### src/rtl/vga_capture.sv
// VGA receive-side capture: locks to sync timing, rebuilds pixel coordinates,
// checks line/frame lengths and sums each frame, with a small CPU-bus register file.
module vga_capture #(
  parameter int H_VISIBLE = 640,
  parameter int H_SYNC    = 96,
  parameter int H_BP      = 48,
  parameter int H_TOTAL   = 800,
  parameter int V_VISIBLE = 480,
  parameter int V_SYNC    = 2,
  parameter int V_BP      = 33,
  parameter int V_TOTAL   = 525,
  parameter int DATA_W    = 32
) (
  input  logic              clk,
  input  logic              rst,
  input  logic              pix_en,
  input  logic              h_sync,
  input  logic              v_sync,
  input  logic [3:0]        Red,
  input  logic [3:0]        Green,
  input  logic [3:0]        Blue,
  output logic              cap_valid,
  output logic [9:0]        cap_x,
  output logic [9:0]        cap_y,
  output logic [11:0]       cap_rgb,
  output logic              frame_done,
  input  logic              valid,
  input  logic [1:0]        addr,
  input  logic [DATA_W-1:0] wdata,
  input  logic [3:0]        wstrb,
  output logic [DATA_W-1:0] rdata,
  output logic              ready
);

  localparam int HW      = $clog2(H_TOTAL + 1);
  localparam int VW      = $clog2(V_TOTAL + 1);
  localparam int H_START = H_SYNC + H_BP;
  localparam int V_START = V_SYNC + V_BP;

  typedef enum logic {SEARCH, LOCKED} state_t;

  state_t        state, state_nxt;
  logic          hs_q, vs_q;
  logic [HW-1:0] h_cnt, h_pos, h_inc;
  logic [VW-1:0] v_cnt, v_pos, v_lines;
  logic [31:0]   acc, frame_sum, pix_add;
  logic [15:0]   frame_cnt;
  logic          h_err, v_err, en;
  logic          h_fall, v_fall, set_h, set_v, frame_ok, visible;
  logic [11:0]   rgb;
  logic          req, wr;
  logic [DATA_W-1:0] rd_mux;
  logic          unused_bits;

  assign rgb     = {Red, Green, Blue};
  assign h_fall  = pix_en & hs_q & ~h_sync;
  assign v_fall  = pix_en & vs_q & ~v_sync;
  assign h_inc   = h_cnt + 1'b1;
  assign v_lines = h_fall ? v_cnt + 1'b1 : v_cnt;
  assign pix_add = visible ? 32'(rgb) : 32'd0;

  // NOTE: every signal gets a default before the case so no path infers a latch.
  always_comb begin
    state_nxt = state;
    h_pos     = h_cnt;
    v_pos     = v_cnt;
    set_h     = 1'b0;
    set_v     = 1'b0;
    frame_ok  = 1'b0;
    if (!en) begin
      state_nxt = SEARCH;
    end else if (pix_en) begin
      case (state)
        SEARCH: if (v_fall) begin
          state_nxt = LOCKED;
          h_pos     = '0;
          v_pos     = '0;
        end
        LOCKED: begin
          h_pos = h_inc;
          if (h_fall && h_inc != HW'(H_TOTAL)) begin
            set_h     = 1'b1;
            state_nxt = SEARCH;
          end else if (v_fall) begin
            h_pos = '0;
            v_pos = '0;
            if (v_lines != VW'(V_TOTAL)) begin
              set_v     = 1'b1;
              state_nxt = SEARCH;
            end else begin
              frame_ok = 1'b1;
            end
          end else if (h_fall) begin
            h_pos = '0;
            v_pos = v_lines;
            // A frame running past V_TOTAL lines with no vsync is also a length error.
            if (v_lines >= VW'(V_TOTAL)) begin
              set_v     = 1'b1;
              state_nxt = SEARCH;
            end
          end else if (h_inc == HW'(H_TOTAL)) begin
            set_h     = 1'b1;
            state_nxt = SEARCH;
          end
        end
        default: state_nxt = SEARCH;
      endcase
    end
  end

  assign visible = en && pix_en && state == LOCKED && state_nxt == LOCKED &&
                   h_pos >= HW'(H_START) && h_pos < HW'(H_START + H_VISIBLE) &&
                   v_pos >= VW'(V_START) && v_pos < VW'(V_START + V_VISIBLE);

  // NOTE: sequential state uses non-blocking assignments only, so every register
  // samples the pre-edge values regardless of statement order.
  always_ff @(posedge clk or negedge rst) begin
    if (!rst) begin
      state      <= SEARCH;
      hs_q       <= 1'b0;
      vs_q       <= 1'b0;
      h_cnt      <= '0;
      v_cnt      <= '0;
      acc        <= '0;
      frame_sum  <= '0;
      frame_cnt  <= '0;
      cap_valid  <= 1'b0;
      cap_x      <= '0;
      cap_y      <= '0;
      cap_rgb    <= '0;
      frame_done <= 1'b0;
    end else begin
      if (pix_en) begin
        hs_q <= h_sync;
        vs_q <= v_sync;
      end
      state      <= state_nxt;
      h_cnt      <= h_pos;
      v_cnt      <= v_pos;
      cap_valid  <= visible;
      frame_done <= frame_ok;
      if (visible) begin
        cap_x   <= 10'(h_pos - HW'(H_START));
        cap_y   <= 10'(v_pos - VW'(V_START));
        cap_rgb <= rgb;
      end
      if (frame_ok) begin
        frame_sum <= acc + pix_add;
        frame_cnt <= frame_cnt + 1'b1;
        acc       <= '0;
      end else if (state == SEARCH && state_nxt == LOCKED) begin
        acc <= '0;
      end else if (visible) begin
        acc <= acc + pix_add;
      end
    end
  end

  assign req = valid & ~ready;
  assign wr  = req & (wstrb != 4'b0000);

  always_comb begin
    rd_mux = '0;
    case (addr)
      2'd0: rd_mux = DATA_W'({state == LOCKED, v_err, h_err});
      2'd1: rd_mux = DATA_W'(frame_cnt);
      2'd2: rd_mux = DATA_W'(frame_sum);
      2'd3: rd_mux = DATA_W'(en);
      default: rd_mux = '0;
    endcase
  end

  // A fresh error in the same cycle as its W1C clear takes priority.
  always_ff @(posedge clk or negedge rst) begin
    if (!rst) begin
      ready <= 1'b0;
      rdata <= '0;
      h_err <= 1'b0;
      v_err <= 1'b0;
      en    <= 1'b1;
    end else begin
      ready <= req;
      if (req) rdata <= wr ? '0 : rd_mux;
      h_err <= (h_err & ~(wr & addr == 2'd0 & wstrb[0] & wdata[0])) | set_h;
      v_err <= (v_err & ~(wr & addr == 2'd0 & wstrb[0] & wdata[1])) | set_v;
      if (wr && addr == 2'd3 && wstrb[0]) en <= wdata[0];
    end
  end

  assign unused_bits = ^wdata[DATA_W-1:2];

endmodule

### config.mk
export PLATFORM = sky130hd
export DESIGN_NAME = vga_capture
export DESIGN_NICKNAME = d
export VERILOG_FILES = /design/src/rtl/vga_capture.sv
export SDC_FILE = /design/constraint.sdc
export NUM_CORES = 1
export LEC_CHECK = 0
export CAP_MARGIN = 40
export CORE_ASPECT_RATIO = 0.6
export CORE_MARGIN = 2
export CORE_UTILIZATION = 50
export CTS_BUF_LIST = sky130_fd_sc_hd__clkbuf_8
export CTS_CLUSTER_SIZE = 8
export DETAILED_ROUTE_END_ITERATION = 8
export PLACE_DENSITY = 0.75
export SYNTH_ARGS = -nofsm -noshare
export SYNTH_HDL_FRONTEND = slang
export SYNTH_SLANG_ARGS = --single-unit
export TNS_END_PERCENT = 1
### constraint.sdc
create_clock -name clk -period 13.25 [get_ports clk]
set_input_delay 1.9875 -clock clk [delete_from_list [all_inputs] [get_ports clk]]
set_output_delay 1.9875 -clock clk [all_outputs]
set_load 0.01 [all_outputs]
Word level (Yosys, flattened, before mapping)
Cells that the tools add are included.
Widths: inputs -> output; s select.
{"block": "totals", "ff_bits": 173, "in_bits": 56, "elab_cells": 120}
{"block": "op_classes", "addsub": 6, "order_cmp": 5, "eq_ne": 6, "muxes": 51, "n_bitwise": 20, "n_reduce_logical": 14}
{"cell": "$mux 10", "count": 13}
{"cell": "$mux 32", "count": 4}
{"cell": "$pmux 32 s4", "count": 1}
{"cell": "$pmux 10 s2", "count": 2}
{"cell": "$add 32x12->32", "count": 1}
{"cell": "$mux 1", "count": 29}
{"cell": "$add 10x1->10 const B", "count": 2}
{"cell": "$lt 10x10->1 const B", "count": 2}
{"cell": "$ne 10x10->1 const B", "count": 2}
{"cell": "$add 16x1->16 const B", "count": 1}
{"cell": "$and 1x1->1", "count": 12}
{"cell": "$mux 12", "count": 1}
{"cell": "$logic_and 1x1->1", "count": 11}
{"cell": "$eq 10x10->1 const B", "count": 1}
{"cell": "$ge 10x10->1 const B", "count": 1}
{"cell": "$ge 10x6->1 const B", "count": 1}
{"cell": "$ge 10x8->1 const B", "count": 1}
{"cell": "$sub 10x6->10 const B", "count": 1}
{"cell": "$sub 10x8->10 const B", "count": 1}
{"cell": "$not 1->1", "count": 6}
{"cell": "$eq 2x2->1 const B", "count": 2}
{"cell": "$reduce_bool 4->1", "count": 1}
{"cell": "$reduce_bool 3->1", "count": 1}
{"cell": "$eq 2x1->1 const B", "count": 1}
{"cell": "3 further kinds", "count": 4}

Logic depth before layout (Yosys ltp)
{"block": "depth", "depth_word": 21, "mapped_depth": 31, "ltp_nobuf": 28}

Worst setup path after synthesis
OpenSTA, ideal clock, no wires.
{"block": "synth_timing", "path_kind": "in2reg", "from": "input h_sync", "to": "register acc[28]", "setup_ns": 0.076, "t_arrival_ns": 7.662, "required_time_ns": 13.174, "slack_ns": 5.511, "path_stages": 27, "path_cell_list": "and3b_1 > clkbuf_1 > nand3_1 > nor3_1 > nand2b_1 > a2bb2oi_1 > ha_1 > o21ai_0 > or4_1 > nand2_1 > a221o_1 > o2111ai_1 > a2111oi_1 > clkbuf_1 > and3_1 > ha_1 > fa_1 > a21o_1 > a21oi_1 > nor2_1 > o21a_1 > nor4_1 > o31ai_1 > nand2_1 > or4b_2 > a211o_1 > o21ai_1"}
{"block": "synth_between", "elab_chain_len": 21, "elab_cells_between_ends": 47, "cone_classes": "add/sub (1); order compare (5); eq/ne (1); mux (30); bitwise (2); reduce/logical (8)"}
{"item": "start: declaration", "line_no": "17", "source": "input logic h_sync,"}
{"item": "$not 1->1 (*)", "line_no": "56", "source": "assign h_fall = pix_en & hs_q & ~h_sync;"}
{"item": "$and 1x1->1 (*)", "line_no": "56"}
{"item": "$mux 10", "line_no": "59", "source": "assign v_lines = h_fall ? v_cnt + 1'b1 : v_cnt;"}
{"item": "$ge 10x10->1", "line_no": "97", "source": "if (v_lines >= VW'(V_TOTAL)) begin"}
{"item": "$mux 1", "line_no": "97"}
{"item": "$mux 1", "line_no": "93", "source": "end else if (h_fall) begin"}
{"item": "$mux 1", "line_no": "84", "source": "end else if (v_fall) begin"}
{"item": "$mux 1", "line_no": "81", "source": "if (h_fall && h_inc != HW'(H_TOTAL)) begin"}
{"item": "[3 not listed]"}
{"item": "$logic_and 1x1->1 (2 in a row)", "line_no": "111", "source": "assign visible = en && pix_en && state == LOCKED && state_nxt == LOCKED &&"}
{"item": "$logic_and 1x1->1 (2 in a row)", "line_no": "112", "source": "h_pos >= HW'(H_START) && h_pos < HW'(H_START + H_VISIBLE) &&"}
{"item": "$logic_and 1x1->1", "line_no": "113", "source": "v_pos >= VW'(V_START) && v_pos < VW'(V_START + V_VISIBLE);"}
{"item": "$mux 12", "line_no": "60", "source": "assign pix_add = visible ? 32'(rgb) : 32'd0;"}
{"item": "$add 32x12->32", "line_no": "154", "source": "acc <= acc + pix_add;"}
{"item": "$mux 32", "line_no": "153", "source": "end else if (visible) begin"}
{"item": "$mux 32", "line_no": "151", "source": "end else if (state == SEARCH && state_nxt == LOCKED) begin"}
{"item": "$mux 32", "line_no": "147", "source": "if (frame_ok) begin"}
{"item": "end signal: assignment", "line_no": "154"}
{"item": "end: declaration", "line_no": "46", "source": "logic [31:0] acc, frame_sum, pix_add;"}
Every way passes the cells marked *; elsewhere a longest branch is shown, timed or not. The select of a mux whose other input is x is not followed.
A chain may end at the register's enable or synchronous reset.

Worst setup path in the final report
{"block": "layout_timing", "from": "input pix_en", "to": "register acc[28]"}
{"block": "layout_between", "elab_chain_len": 21, "elab_cells_between_ends": 54, "cone_classes": "add/sub (1); order compare (5); eq/ne (1); mux (33); bitwise (4); reduce/logical (10)"}
{"item": "start: declaration", "line_no": "16", "source": "input logic pix_en,"}
{"item": "$and 1x1->1 (2 in a row)", "line_no": "56"}
{"item": "$mux 10", "line_no": "59"}
{"item": "$ge 10x10->1", "line_no": "97"}
{"item": "$mux 1", "line_no": "97"}
{"item": "$mux 1", "line_no": "93"}
{"item": "$mux 1", "line_no": "84"}
{"item": "$mux 1", "line_no": "81"}
{"item": "$pmux 1 s2", "line_no": "73", "source": "case (state)"}
{"item": "[2 not listed]"}
{"item": "$logic_and 1x1->1 (2 in a row)", "line_no": "111"}
{"item": "$logic_and 1x1->1 (2 in a row)", "line_no": "112"}
{"item": "$logic_and 1x1->1", "line_no": "113"}
{"item": "$mux 12", "line_no": "60"}
{"item": "$add 32x12->32", "line_no": "154"}
{"item": "$mux 32", "line_no": "153"}
{"item": "$mux 32", "line_no": "151"}
{"item": "$mux 32", "line_no": "147"}
Several ways; a longest one is shown, not always the timed one. The select of a mux whose other input is x is not followed.

==> run summary <==
status = completed
Post-Route WL = 23100 µm
# setup viols final = 0
Max Cap Violations = 0
die height = 109 µm
quantity of I/O buffers inserted on ports = 92
Syn Nets = 1023
commonest non-fill, non-tap cells in the layout = 172 x dfrtp_1, 120 x nand2_1, 91 x clkdlybuf4s50_1, 76 x o21ai_0, 56 x nor2_1
Crit. End Element = flip-flop
Post-Synth Adder-Cell Area = 2.67%
CP Launch Type = input pin
Via Count = 7627
RSZ-0062 raised after global routing = false
Util after Layout = 59.4%
Cell variety after synth = 79
largest net degree at the start of global routing = 84
CP arrival = 9.54 ns
Setup crit start = pix_en
Hold Crit Start = frame_cnt[15]
crit path max fanout = 22
worst hold path class = flip-flop to flip-flop
maximum VDD drop = 0.0500 mV
Top FF cell, synth = dfrtp_1
Initial Utilization = 51.0%
clk_lat worst skew = 0.48 ns
final hold vios = 0
Lkg Pwr = 4.84 nW
Die Footprint = 19500 µm²
DR DRC count = 0
Worst Hold Depth = 1
Worst R2R Start = h_cnt[2]
Layout fillers = 1525
antenna viol nets, final = 0
1st-pass router iterations = 5
post-CTS resize count = 0
Avg WL per Cell = 18.2 µm
synthesis-to-layout area growth = 16.6%
PD cells = 93.1 nW/µm²
hold buffers post-CTS = 0
number of synthesized flops with an enable pin = 0
Post-synth ARST share = 100%
Max Fclk = 110 MHz
Worst R2R Path Depth = 27
Syn Inst Count = 948
Synth Area in XOR/XNOR = 4.10%
# H-tree levels = 4
root buffer cell = clkbuf_8
setup TNS = 0 ns
Worst Path Required = 13.66 ns
total core area = 18000 µm²
routability cong. = 0.942
Ys Warns = 0
Layout Skew = 0.0134 ns
hpwl dp = 16700 µm
minimum clock period after layout = 9.13 ns
area of the multi-input gates = 4510 µm²
WS Path Type = input pin to flip-flop
FP Rows = 38
Synth Cell Area = 9190 µm²
CTS tree = yes
violation count after the first detailed-route iteration = 774
Synth Area in Compound Gates = 20.5%
first-pass GRT wire length = 38000 µm
crit share post-route = 68.9%
total track usage = 25.2%
detail-routed via count per cell = 6.00
worst slew pin tran = 0.835 ns
CTS buffer count = 17
grt ovf = 0
clk slew on worst S/H paths = 0.09 ns
CTS Buffer Depth = 2
Chip Width = 179 µm
most common cell after layout, fill and taps aside = dfrtp_1
area share of and/or/nand/nor cells after synthesis = 17.6%
io pins = 123
Synth Area per Inst = 9.69 µm²
Slew Limit Fails = 0
normalized max-slew margin = 44.1%
Seq. cell area = 4330 µm²
pre-CTS setup slack = 3.86 ns
largest family of logic cells by synthesized area = compound AO/OA/AOI/OAI gates
initial antenna violation count = 0
fin worst setup slack = 4.12 ns
multiplexer share of the synthesized area = 4.10%
share of cells above drive strength 1 = 7.07%
# diodes = 0
Seq/Total Area, Yosys = 47.1%
# Post-CTS Setup Buffers = 0
Sink Count = 173
nets = 1095
vias in the first global route = 7135
Synth Register Bits = 173
==> power breakdown <==
part / internal (mW) / switching (mW)
Clock: 0.192 / 0.202
Combinational: 0.0210 / 0.0366
Sequential: 0.534 / 0.0109
Total: 0.747 / 0.249
==> stage by stage <==
| stage | power, mW | hold WS [ns] | cells | cell area (µm²) |
|---|---|---|---|---|
| floorplan | 0.581 | 0.434 | 948 | 9190 |
| finish | 0.997 | 0.479 | 1272 | 10700 |
| detailed placement | 0.613 | 0.461 | 1241 | 10300 |
| global placement | 0.610 | 0.457 | 1237 | 10200 |
| global route | 1.04 | 0.498 | 1272 | 10700 |
| CTS | 1.00 | 0.479 | 1272 | 10700 |
==> metal layers <==
metal / track usage (%) / vias up / part of all wire, % / routed length, µm
met5: 0 / - / 0 / 0
met4: 5.63 / 0 / 0.80 / 184
met3: 6.10 / 19 / 9.1 / 2100
met2: 33.2 / 337 / 38 / 8760
met1: 40.8 / 3668 / 52 / 12100
li1: - / 3603 / - / -
==> synth_stat cells, types with 14 or more instances <==
| cell | count | area [µm²] |
|---|---|---|
| a31oi_1 | 15 | 93.8 |
| nor3_1 | 18 | 90.1 |
| inv_1 | 25 | 93.8 |
| xor2_1 | 18 | 158 |
| xnor2_1 | 25 | 219 |
| nand2_1 | 120 | 450 |
| a211oi_1 | 16 | 120 |
| a21oi_1 | 24 | 120 |
| nor2_1 | 56 | 210 |
| or3_1 | 14 | 87.6 |
| and3_1 | 18 | 113 |
| dfrtp_1 | 172 | 4300 |
| a22oi_1 | 14 | 105 |
| mux2i_1 | 14 | 140 |
| a22o_1 | 17 | 149 |
| o21ai_0 | 76 | 380 |
| a21o_1 | 22 | 165 |
| clkbuf_1 | 33 | 124 |
| ha_1 | 18 | 225 |
| nand3_1 | 26 | 130 |
==> worst max-delay path, stage by stage <==
cell and delay [ns]:
clkdlybuf4s50_1 0.70, and3b_1 0.39, nand3_1 0.20, nor3_1 0.47
nand2b_1 0.30, a2bb2oi_1 0.38, ha_1 0.27, o21ai_0 0.12
or4_1 0.42, nand2_1 0.10, a221o_1 0.15, o2111ai_1 0.20
a2111oi_2 0.33, buf_4 0.31, and3_1 0.24, ha_1 0.21
fa_1 0.22, a21o_1 0.12, a21oi_1 0.09, nor2_1 0.11
o21a_1 0.16, nor4_1 0.08, o31ai_1 0.36, nand2_1 0.43
or4b_2 0.78, a211o_1 0.31, o21ai_1 0.07
==> cell families after synthesis <==
group | count (synthesis)
and+or+nand+nor | 326
muxes | 34
AOI/OAI and AO/OA | 275
adders and majority gates | 19
buffers and inverters | 78
xor gates and xnor gates | 43
DFF | 173
==> cell type report <==
| type | count | share of cell area (%) |
|---|---|---|
| clock buffers | 18 | 2.31 |
| clock inverters | 13 | 1.53 |
| inverters | 26 | 0.911 |
| multi-input cells | 697 | 42.1 |
| flip-flops and latches | 173 | 40.4 |
| well taps | 240 | 2.80 |
| repair buffers | 105 | 9.89 |
==> final timing paths <==
kind | slack, ns | to
setup / recovery | 4.12 | acc[28]
hold / removal | 0.48 | frame_cnt[15]
setup reg to reg | 5.20 | acc[28]
hold reg to reg | 0.48 | frame_cnt[15]
max in group asynchronous | 11.01 | frame_cnt[5]
min in group asynchronous | 1.34 | cap_rgb[7]
==> registers in the layout, indices dropped and copies added (netlist names), 10 cells and up <==
name / flops
cap_y: 10
v_cnt: 10
frame_sum: 32
rdata: 32
cap_rgb: 12
acc: 32
h_cnt: 10
cap_x: 10
frame_cnt: 16
Note: power is estimated with default switching activity, not from simulation.
